**src/rtl/rgb_pwm_fader.sv**
```systemverilog
// Three-channel LED PWM fader: each channel ramps its duty toward the extreme its target requests.
// Latency: LED drives and settled are registered, one cycle after the pwm_cnt/duty values that produce them.
// Backpressure: none; free-running, and enable only masks the LED drives.
module rgb_pwm_fader #(
    parameter int PWM_BITS = 8,
    parameter int RAMP_DIV = 12000,
    parameter int STEP     = 4
) (
    input  logic clk,
    input  logic rst_n,
    input  logic enable,
    input  logic red,
    input  logic green,
    input  logic blue,
    output logic led_r_n,
    output logic led_g_n,
    output logic led_b_n,
    output logic settled
);

    localparam logic [PWM_BITS-1:0] MAX       = {PWM_BITS{1'b1}};
    localparam int                  RAMP_W    = (RAMP_DIV > 1) ? $clog2(RAMP_DIV) : 1;
    localparam logic [RAMP_W-1:0]   RAMP_LAST = RAMP_W'(RAMP_DIV - 1);
    localparam logic [PWM_BITS:0]   STEP_WIDE = (PWM_BITS + 1)'(STEP);
    localparam logic [PWM_BITS-1:0] STEP_N    = PWM_BITS'(STEP);

    // Decoded per-channel status; it is a pure function of target and duty,
    // so there is no separate state register to keep coherent.
    typedef enum logic [1:0] {
        CH_OFF,
        CH_RISING,
        CH_ON,
        CH_FALLING
    } ch_state_t;

    // Channel index: 0 = red, 1 = green, 2 = blue.
    logic [2:0]          target;
    logic [PWM_BITS-1:0] pwm_cnt;
    logic [RAMP_W-1:0]   ramp_cnt;
    logic                ramp_tick;
    logic [PWM_BITS-1:0] duty        [3];
    logic [PWM_BITS-1:0] duty_next   [3];
    logic [PWM_BITS:0]   duty_sum    [3];
    logic [PWM_BITS-1:0] active_duty [3];
    ch_state_t           ch_state    [3];
    logic [2:0]          lit;
    logic                settled_next;

    assign target    = {blue, green, red};
    assign ramp_tick = (ramp_cnt == RAMP_LAST);

    // Free-running PWM period counter, wraps MAX -> 0.
    always_ff @(posedge clk or negedge rst_n) begin
        if (!rst_n) begin
            pwm_cnt <= '0;
        end else begin
            pwm_cnt <= pwm_cnt + 1'b1;
        end
    end

    // Ramp prescaler: one ramp_tick every RAMP_DIV cycles.
    always_ff @(posedge clk or negedge rst_n) begin
        if (!rst_n) begin
            ramp_cnt <= '0;
        end else if (ramp_tick) begin
            ramp_cnt <= '0;
        end else begin
            ramp_cnt <= ramp_cnt + 1'b1;
        end
    end

    // Saturating duty step toward the target extreme; the sum is one bit wider so it cannot wrap.
    always_comb begin
        for (int i = 0; i < 3; i++) begin
            duty_sum[i]  = {1'b0, duty[i]} + STEP_WIDE;
            duty_next[i] = duty[i];
            if (ramp_tick) begin
                if (target[i]) begin
                    duty_next[i] = (duty_sum[i] > {1'b0, MAX}) ? MAX : duty_sum[i][PWM_BITS-1:0];
                end else begin
                    duty_next[i] = (duty[i] < STEP_N) ? '0 : duty[i] - STEP_N;
                end
            end
        end
    end

    // Channel status from target and post-update duty; settled when no channel is still moving.
    always_comb begin
        settled_next = 1'b1;
        for (int i = 0; i < 3; i++) begin
            ch_state[i] = CH_OFF;
            if (target[i]) begin
                ch_state[i] = (duty_next[i] == MAX) ? CH_ON : CH_RISING;
            end else begin
                ch_state[i] = (duty_next[i] == '0) ? CH_OFF : CH_FALLING;
            end
            if ((ch_state[i] == CH_RISING) || (ch_state[i] == CH_FALLING)) begin
                settled_next = 1'b0;
            end
        end
    end

    // Working duty follows the ramp; the active copy is only refreshed at the period
    // boundary so a PWM period always uses a single duty (pre-tick value on a coincident tick).
    always_ff @(posedge clk or negedge rst_n) begin
        if (!rst_n) begin
            for (int i = 0; i < 3; i++) begin
                duty[i]        <= '0;
                active_duty[i] <= '0;
            end
        end else begin
            for (int i = 0; i < 3; i++) begin
                duty[i] <= duty_next[i];
                if (pwm_cnt == MAX) begin
                    active_duty[i] <= duty[i];
                end
            end
        end
    end

    // Lit compare; full-scale duty is lit for the whole period, zero duty never lights.
    always_comb begin
        for (int i = 0; i < 3; i++) begin
            lit[i] = (active_duty[i] == MAX) || (pwm_cnt < active_duty[i]);
        end
    end

    // Registered active-low drives and settled flag; no input reaches an output combinationally.
    always_ff @(posedge clk or negedge rst_n) begin
        if (!rst_n) begin
            led_r_n <= 1'b1;
            led_g_n <= 1'b1;
            led_b_n <= 1'b1;
            settled <= 1'b1;
        end else begin
            led_r_n <= ~(lit[0] & enable);
            led_g_n <= ~(lit[1] & enable);
            led_b_n <= ~(lit[2] & enable);
            settled <= settled_next;
        end
    end

endmodule

```
**config.mk**
```make
export PLATFORM = sky130hd
export DESIGN_NAME = rgb_pwm_fader
export DESIGN_NICKNAME = d
export VERILOG_FILES = /design/src/rtl/rgb_pwm_fader.sv
export SDC_FILE = /design/constraint.sdc
export NUM_CORES = 1
export LEC_CHECK = 0
export BUFFER_PORTS_ARGS = -buffer_cell sky130_fd_sc_hd__buf_2
export CORE_UTILIZATION = 50
export CTS_BUF_LIST = sky130_fd_sc_hd__clkbuf_8
export DETAILED_ROUTE_END_ITERATION = 8
export PLACE_DENSITY = 0.67
export SLEW_MARGIN = 5
export SYNTH_ARGS = -nofsm -noshare
export SYNTH_HDL_FRONTEND = slang
export SYNTH_SLANG_ARGS = --single-unit
```
**constraint.sdc**
```tcl
create_clock -name clk -period 3.3 [get_ports clk]
set_input_delay 0 -clock clk [delete_from_list [all_inputs] [get_ports clk]]
set_output_delay 0 -clock clk [all_outputs]
set_load 0.02 [all_outputs]
```
==> results of run 1 <==
-- flip-flops by register name (all words and copies together) (netlist names) --
| name | count |
|---|---|
| led_b_n | 1 |
| pwm_cnt | 8 |
| led_g_n | 1 |
| active_duty | 24 |
| led_r_n | 1 |
| ramp_cnt | 14 |
| duty | 24 |
| settled | 1 |
-- worst paths after layout --
kind | from | cells past startpoint | slack, ns | to
max | duty[10] | 9 | 0.44 | settled
min in group asynchronous | rst_n | 2 | 0.33 | pwm_cnt[7]
max reg2reg | duty[10] | 9 | 0.44 | settled
min | red | 5 | 0.14 | settled
max in group asynchronous | rst_n | 2 | 2.38 | ramp_cnt[1]
min reg2reg | active_duty[3] | 1 | 0.44 | led_b_n
-- metal layers --
metal,wire [um],vias to the layer above
li1,-,1864
met4,150,0
met5,0,-
met3,458,17
met2,4790,108
met1,4940,1812
-- worst max-delay path: cells and delay by family (launching register included) --
| family | cells | cell delay [ns] |
|---|---|---|
| fa+ha+maj | 1 | 0.22 |
| buf+inv | 1 | 0.12 |
| compound gates | 3 | 0.60 |
| flops | 1 | 0.58 |
| mux | 1 | 0.12 |
| simple gates | 3 | 1.13 |
-- metrics by stage --
stage                     worst slack (ns)  instance area, um2  cells  hold WS (ns)
after CTS                            0.463                5030    634         0.116
after floorplan                      0.827                4730    523        -0.296
after global routing                 0.191                5030    634         0.150
after detailed placement             0.496                4780    616         0.197
final                                0.439                5030    634         0.144
after global placement               0.641                4780    616         0.189
-- power by group --
part | switching (mW) | total [mW] | internal (mW)
clock | 0.338 | 0.786 | 0.448
combinational | 0.0388 | 0.0540 | 0.0152
sequential | 0.00443 | 0.912 | 0.907
-- cells by family after synthesis --
| group | share of synthesized area |
|---|---|
| AND/OR/NAND/NOR | 0.236 |
| flip-flops | 0.392 |
| multiplexers | 0.0156 |
| adder cells (fa/ha/maj) | 0.0846 |
| AO/OA/AOI/OAI | 0.172 |
| XOR/XNOR | 0.0370 |
| buffers and inverters | 0.0634 |
-- layout make-up --
cell class              count  area [um2]  share of cell area
flip-flops and latches     74        1860               0.369
repair buffers             14        90.1              0.0179
clock inverters             6        88.8              0.0177
well taps                 111         139              0.0276
inverters                  37         139              0.0276
multi-input cells         382        2580               0.512
clock buffers              10         138              0.0274
-- placed cells by master (no fill, tap or decap), drive strengths merged, types with 8 or more instances in the layout --
cell type | netlist | final
dfrtp | 70 | 70
nand2 | 62 | 62
o21ai | 44 | 44
inv | 37 | 38
ha | 32 | 32
nor2 | 28 | 28
nand3 | 22 | 22
a21oi | 19 | 19
nand4 | 16 | 16
xor2 | 12 | 12
a21o | 12 | 12
buf | 19 | 12
a31oi | 11 | 11
nor3 | 10 | 10
clkbuf | 11 | 10
xnor2 | 8 | 8
and3 | 8 | 8
-- timing repair --
item                                   CTS  global route
hold buffers                             2             0
resized for setup                        0             0
endpoints found under the hold margin   71             0
==> results.json, run 1 <==
{
  "min_period_over_period": 0.867,
  "vias": 3801,
  "relSlewSlack": 0.394,
  "synth_ff_type": "dfrtp_1",
  "crit_path_top_delay_cell": "or4_1",
  "track_usage": 0.224,
  "grt-busiest-layer": "met2",
  "antenna_found_initial": 0,
  "fillers": 879,
  "outcome": "finished, final reports clean",
  "postCtsSetupBuffers": 0,
  "maxCapViolCount": 0,
  "synth.top_cell.area_share": 0.370,
  "cts_root_buffer": "clkbuf_8",
  "synth_enable_flop_cells": 0,
  "final_nets": 556,
  "ys_seq_elements": 74,
  "cpMostUsedCell": "a31oi_1",
  "finClkSkew_ns": 0.0104,
  "h-tree-depth": 3,
  "synth_cells": 523,
  "start_util": 0.515,
  "synthArstFlopShare": 1.00,
  "die_area_mm2": 0.00986,
  "ir_drop_mv": 0.244,
  "synth_top_cells_by_count": "70 x dfrtp_1, 62 x nand2_1, 38 x o21ai_0",
  "fmax_mhz": 350,
  "gp_congestion": 0.865,
  "post-route-util": 0.547,
  "routed_wl_mm": 10.3,
  "drc_errors": 0,
  "drt_iter0_drc": 265,
  "cp_cell_sequence": "inv_1 -> ha_1 -> and4bb_1 -> a31oi_1 -> or4_1 -> a31oi_1 -> nor3b_1 -> mux2i_1 -> a211oi_2",
  "cpPeakStageDelay_ns": 0.65,
  "n_antenna_cell": 0,
  "path_class": "flip-flop to flip-flop",
  "synthDistinctLibCells": 76,
  "worstSkewPairLatency_ns": 0.34,
  "synth.area.top_cells": "dfrtp_1 37%, ha_1 8.5%, nand2_1 4.9%, o21ai_0 4.0%, inv_1 2.9%",
  "row_count": 35,
  "worstPathRequired_ns": 3.56,
  "ys_warn_count": 0,
  "vias_per_cell": 6.00,
  "cp-end-kind": "flip-flop",
  "layout_min_cycle_time_ns": 2.86,
  "ant_nets": 0,
  "worstMarginPinSlew_ns": 0.908,
  "yosysMostFrequentCell": "dfrtp_1",
  "synth_area_per_cell_um2": 9.05,
  "grt_first_pass_wirelength_mm": 17.5,
  "synth_area_mm2": 0.00473,
  "cts_tree": "built",
  "startpoint_type": "flip-flop",
  "core_area_mm2": 0.00920,
  "grt_util_met1": 0.315,
  "grtUsageMet3": 0.0358,
  "path_max_fanout": 13,
  "grt_setup_unrepaired": "false",
  "drt_first_pass_iters": 5,
  "hold_path_class": "primary input to flip-flop",
  "syn_nets": 561,
  "grt_overflow_total": 0,
  "numCtsBuffers": 9,
  "die_h_um": 99.3,
  "yosys.area.top_type": "dfrtp_1",
  "setup_violations": 0,
  "io_pins": 10,
  "critPathArrivalTime_ns": 3.12,
  "slew_violations": 0,
  "powerDensity_mw_per_mm2": 348,
  "numPortBuffers": 9,
  "power_mw": 1.75,
  "drive_gt1_frac": 0.101,
  "hold_violations": 0,
  "ys_seq_area_frac": 0.392,
  "tns_ns": 0,
  "hpwl_mm": 7.41,
  "p_leak_nw": 2.15,
  "path_clk_slew_ns": 0.08,
  "clock-sinks": 74,
  "clock_path_buffers": 2,
  "grt_max_degree": 75,
  "area_growth_pct": 6.21,
  "grt_util_met2": 0.351,
  "die_width_um": 99.3,
  "first_global_vias": 3614,
  "wl_per_cell_um": 16.3
}
Power figures use the tool's default switching activity.
==> run 2, diff against run 1 <==
Settings changed: CTS_BUF_LIST sky130_fd_sc_hd__clkbuf_8 to sky130_fd_sc_hd__clkbuf_16, HOLD_SLACK_MARGIN from default to 0.02.
==> run 2 against run 1 <==
Effect of this change: design area grew 1.6%; clock power grew 32%; utilization grew 0.88 points; via count grew 0.34%; worst hold slack lost 0.12 ns; wire length grew 0.39%; clock-buffer cell count shrank 1; global-route usage shrank 0.11 points; worst setup slack lost 0.022 ns; combinational power shrank 1%; clock skew shrank 0.0033 ns; critical path depth is the same; critical endpoint unchanged; largest power group is now the clock network.
==> results.json, run 2 (synthesis gave the netlist of run 1 again) <==
{
  "grt-busiest-layer": "met2",
  "cp.buffers_inverters": 1,
  "grt_first_pass_wirelength_mm": 17.5,
  "row_count": 35,
  "relSlewSlack": 0.385,
  "setup_violations": 0,
  "wl_per_cell_um": 16.4,
  "worstSkewPairLatency_ns": 0.32,
  "numPortBuffers": 9,
  "vias_per_cell": 6.03,
  "hpwl_mm": 7.41,
  "numCtsBuffers": 9,
  "tns_ns": 0,
  "grt_setup_unrepaired": "false",
  "final_cell_mix": "70 x dfrtp_1, 62 x nand2_1, 38 x o21ai_0",
  "startpoint_type": "flip-flop",
  "hold_end": "led_g_n",
  "r2r-start": "duty[10]",
  "core_area_mm2": 0.00920,
  "die_area_mm2": 0.00986,
  "layout_min_cycle_time_ns": 2.88,
  "cts_root_buffer": "clkbuf_16",
  "vias": 3814,
  "final_nets": 555,
  "die_h_um": 99.3,
  "start_util": 0.515,
  "hold_violations": 0,
  "grt_overflow_total": 0,
  "io_pins": 10,
  "drc_errors": 0,
  "cp_cell_sequence": "inv_1 -> ha_1 -> and4bb_1 -> a31oi_1 -> or4_1 -> a31oi_1 -> nor3b_1 -> mux2i_1 -> a211oi_2",
  "holdWs_ns": 0.0250,
  "grt_max_degree": 75,
  "reg_top3": "active_duty: 24 flops, duty: 24 flops, ramp_cnt: 14 flops",
  "post-route-util": 0.556,
  "clock-sinks": 74,
  "path_clk_slew_ns": 0.06,
  "gp_congestion": 0.865,
  "powerDensity_mw_per_mm2": 392,
  "p_leak_nw": 2.19,
  "pre_cts_ws_ns": 0.496,
  "antenna_found_initial": 0,
  "min_path_cells": 4,
  "setup_ws_ns": 0.417,
  "fmax_mhz": 347,
  "power_mw": 2.01,
  "path_max_fanout": 13,
  "hold_path_class": "primary input to flip-flop",
  "die_width_um": 99.3,
  "grt_util_met2": 0.350,
  "path_class": "flip-flop to flip-flop",
  "cp-end-kind": "flip-flop",
  "worst_path_dominant_cell_family": "simple AND/OR/NAND/NOR gates",
  "critPathArrivalTime_ns": 3.12,
  "r2r_slack_ns": 0.42,
  "track_usage": 0.223,
  "finClkSkew_ns": 0.00715,
  "ir_drop_mv": 0.283,
  "n_antenna_cell": 0,
  "grtUsageMet3": 0.0337,
  "r2r_end": "settled",
  "min_period_over_period": 0.874,
  "h-tree-depth": 3,
  "routed_wl_mm": 10.4,
  "drt_first_pass_iters": 5,
  "drive_gt1_frac": 0.0996,
  "maxCapViolCount": 0,
  "cts_tree": "built",
  "worstPathRequired_ns": 3.54,
  "worstMarginPinSlew_ns": 0.923,
  "cpMostUsedCell": "a31oi_1",
  "seqCellArea_mm2": 0.00186,
  "area_growth_pct": 7.93,
  "slew_violations": 0,
  "multi_input_area_mm2": 0.00258,
  "final_common_cell": "dfrtp_1",
  "cpPeakStageDelay_ns": 0.65,
  "grt_util_met1": 0.314,
  "cts_resized": 0,
  "first_global_vias": 3623,
  "clock_path_buffers": 2,
  "outcome": "finished, final reports clean",
  "drt_iter0_drc": 322,
  "fillers": 860,
  "r2r_cells": 9,
  "ant_nets": 0,
  "crit_path_top_delay_cell": "or4_1",
  "hold_start": "enable"
}
==> run 2: cell types whose count changed in the layout (fill, tap and decap cells not counted), sizes merged <==
| cell | previous run | this run |
|---|---|---|
| clkbuf | 10 | 9 |
| clkinv | 1 | 2 |
| dlygate4sd3 | 2 | 1 |
==> run 2: what timing repair did <==
action                                 4_1_cts  5_1_grt
setup endpoints to repair                    0        0
buffers inserted                             0        0
hold buffers                                 1        0
endpoints found under the hold margin       70        0
==> run 2: final cells by class <==
| class | instances | share of cell area |
|---|---|---|
| clock buffer | 9 | 0.0441 |
| multi-input combinational | 382 | 0.504 |
| timing repair buffer | 13 | 0.0157 |
| sequential | 74 | 0.363 |
| inverter | 37 | 0.0272 |
| clock inverter | 7 | 0.0181 |
| tap | 111 | 0.0272 |
==> run 2: tightest hold or removal path, stage by stage <==
cell and delay [ns]:
buf_2 0.17, nand2_1 0.06, o21ai_0 0.06, a21oi_1 0.05
==> run 2: how the worst max path moves through the flow <==
stage,cells past startpoint,to,from
2_1_floorplan,10,settled,duty[10]
3_3_place_gp,9,settled,duty[10]
3_5_place_dp,9,settled,duty[10]
4_1_cts,9,settled,duty[10]
5_1_grt,9,settled,ramp_cnt[0]
6_report,9,settled,duty[10]
==> run 2: routing by layer <==
metal  vias to the layer above  wire length, um
met5                         -                0
met4                         0              136
met3                        12              414
met2                        91             4810
met1                      1843             5030
li1                       1868                -
==> run 2: power by group <==
group	internal [mW]	leakage (nW)	total, mW	switching (mW)
sequential	0.909	0.971	0.913	0.00436
combinational	0.0144	1.07	0.0533	0.0389
clock	0.660	0.149	1.04	0.378
total	1.58	2.19	2.01	0.421
==> run 2: per-stage QoR <==
stage / cells / cell area [um2]
after floorplan: 523 / 4730
after global placement: 616 / 4780
after detailed placement: 616 / 4780
after CTS: 633 / 5110
after global routing: 633 / 5110
final: 633 / 5110
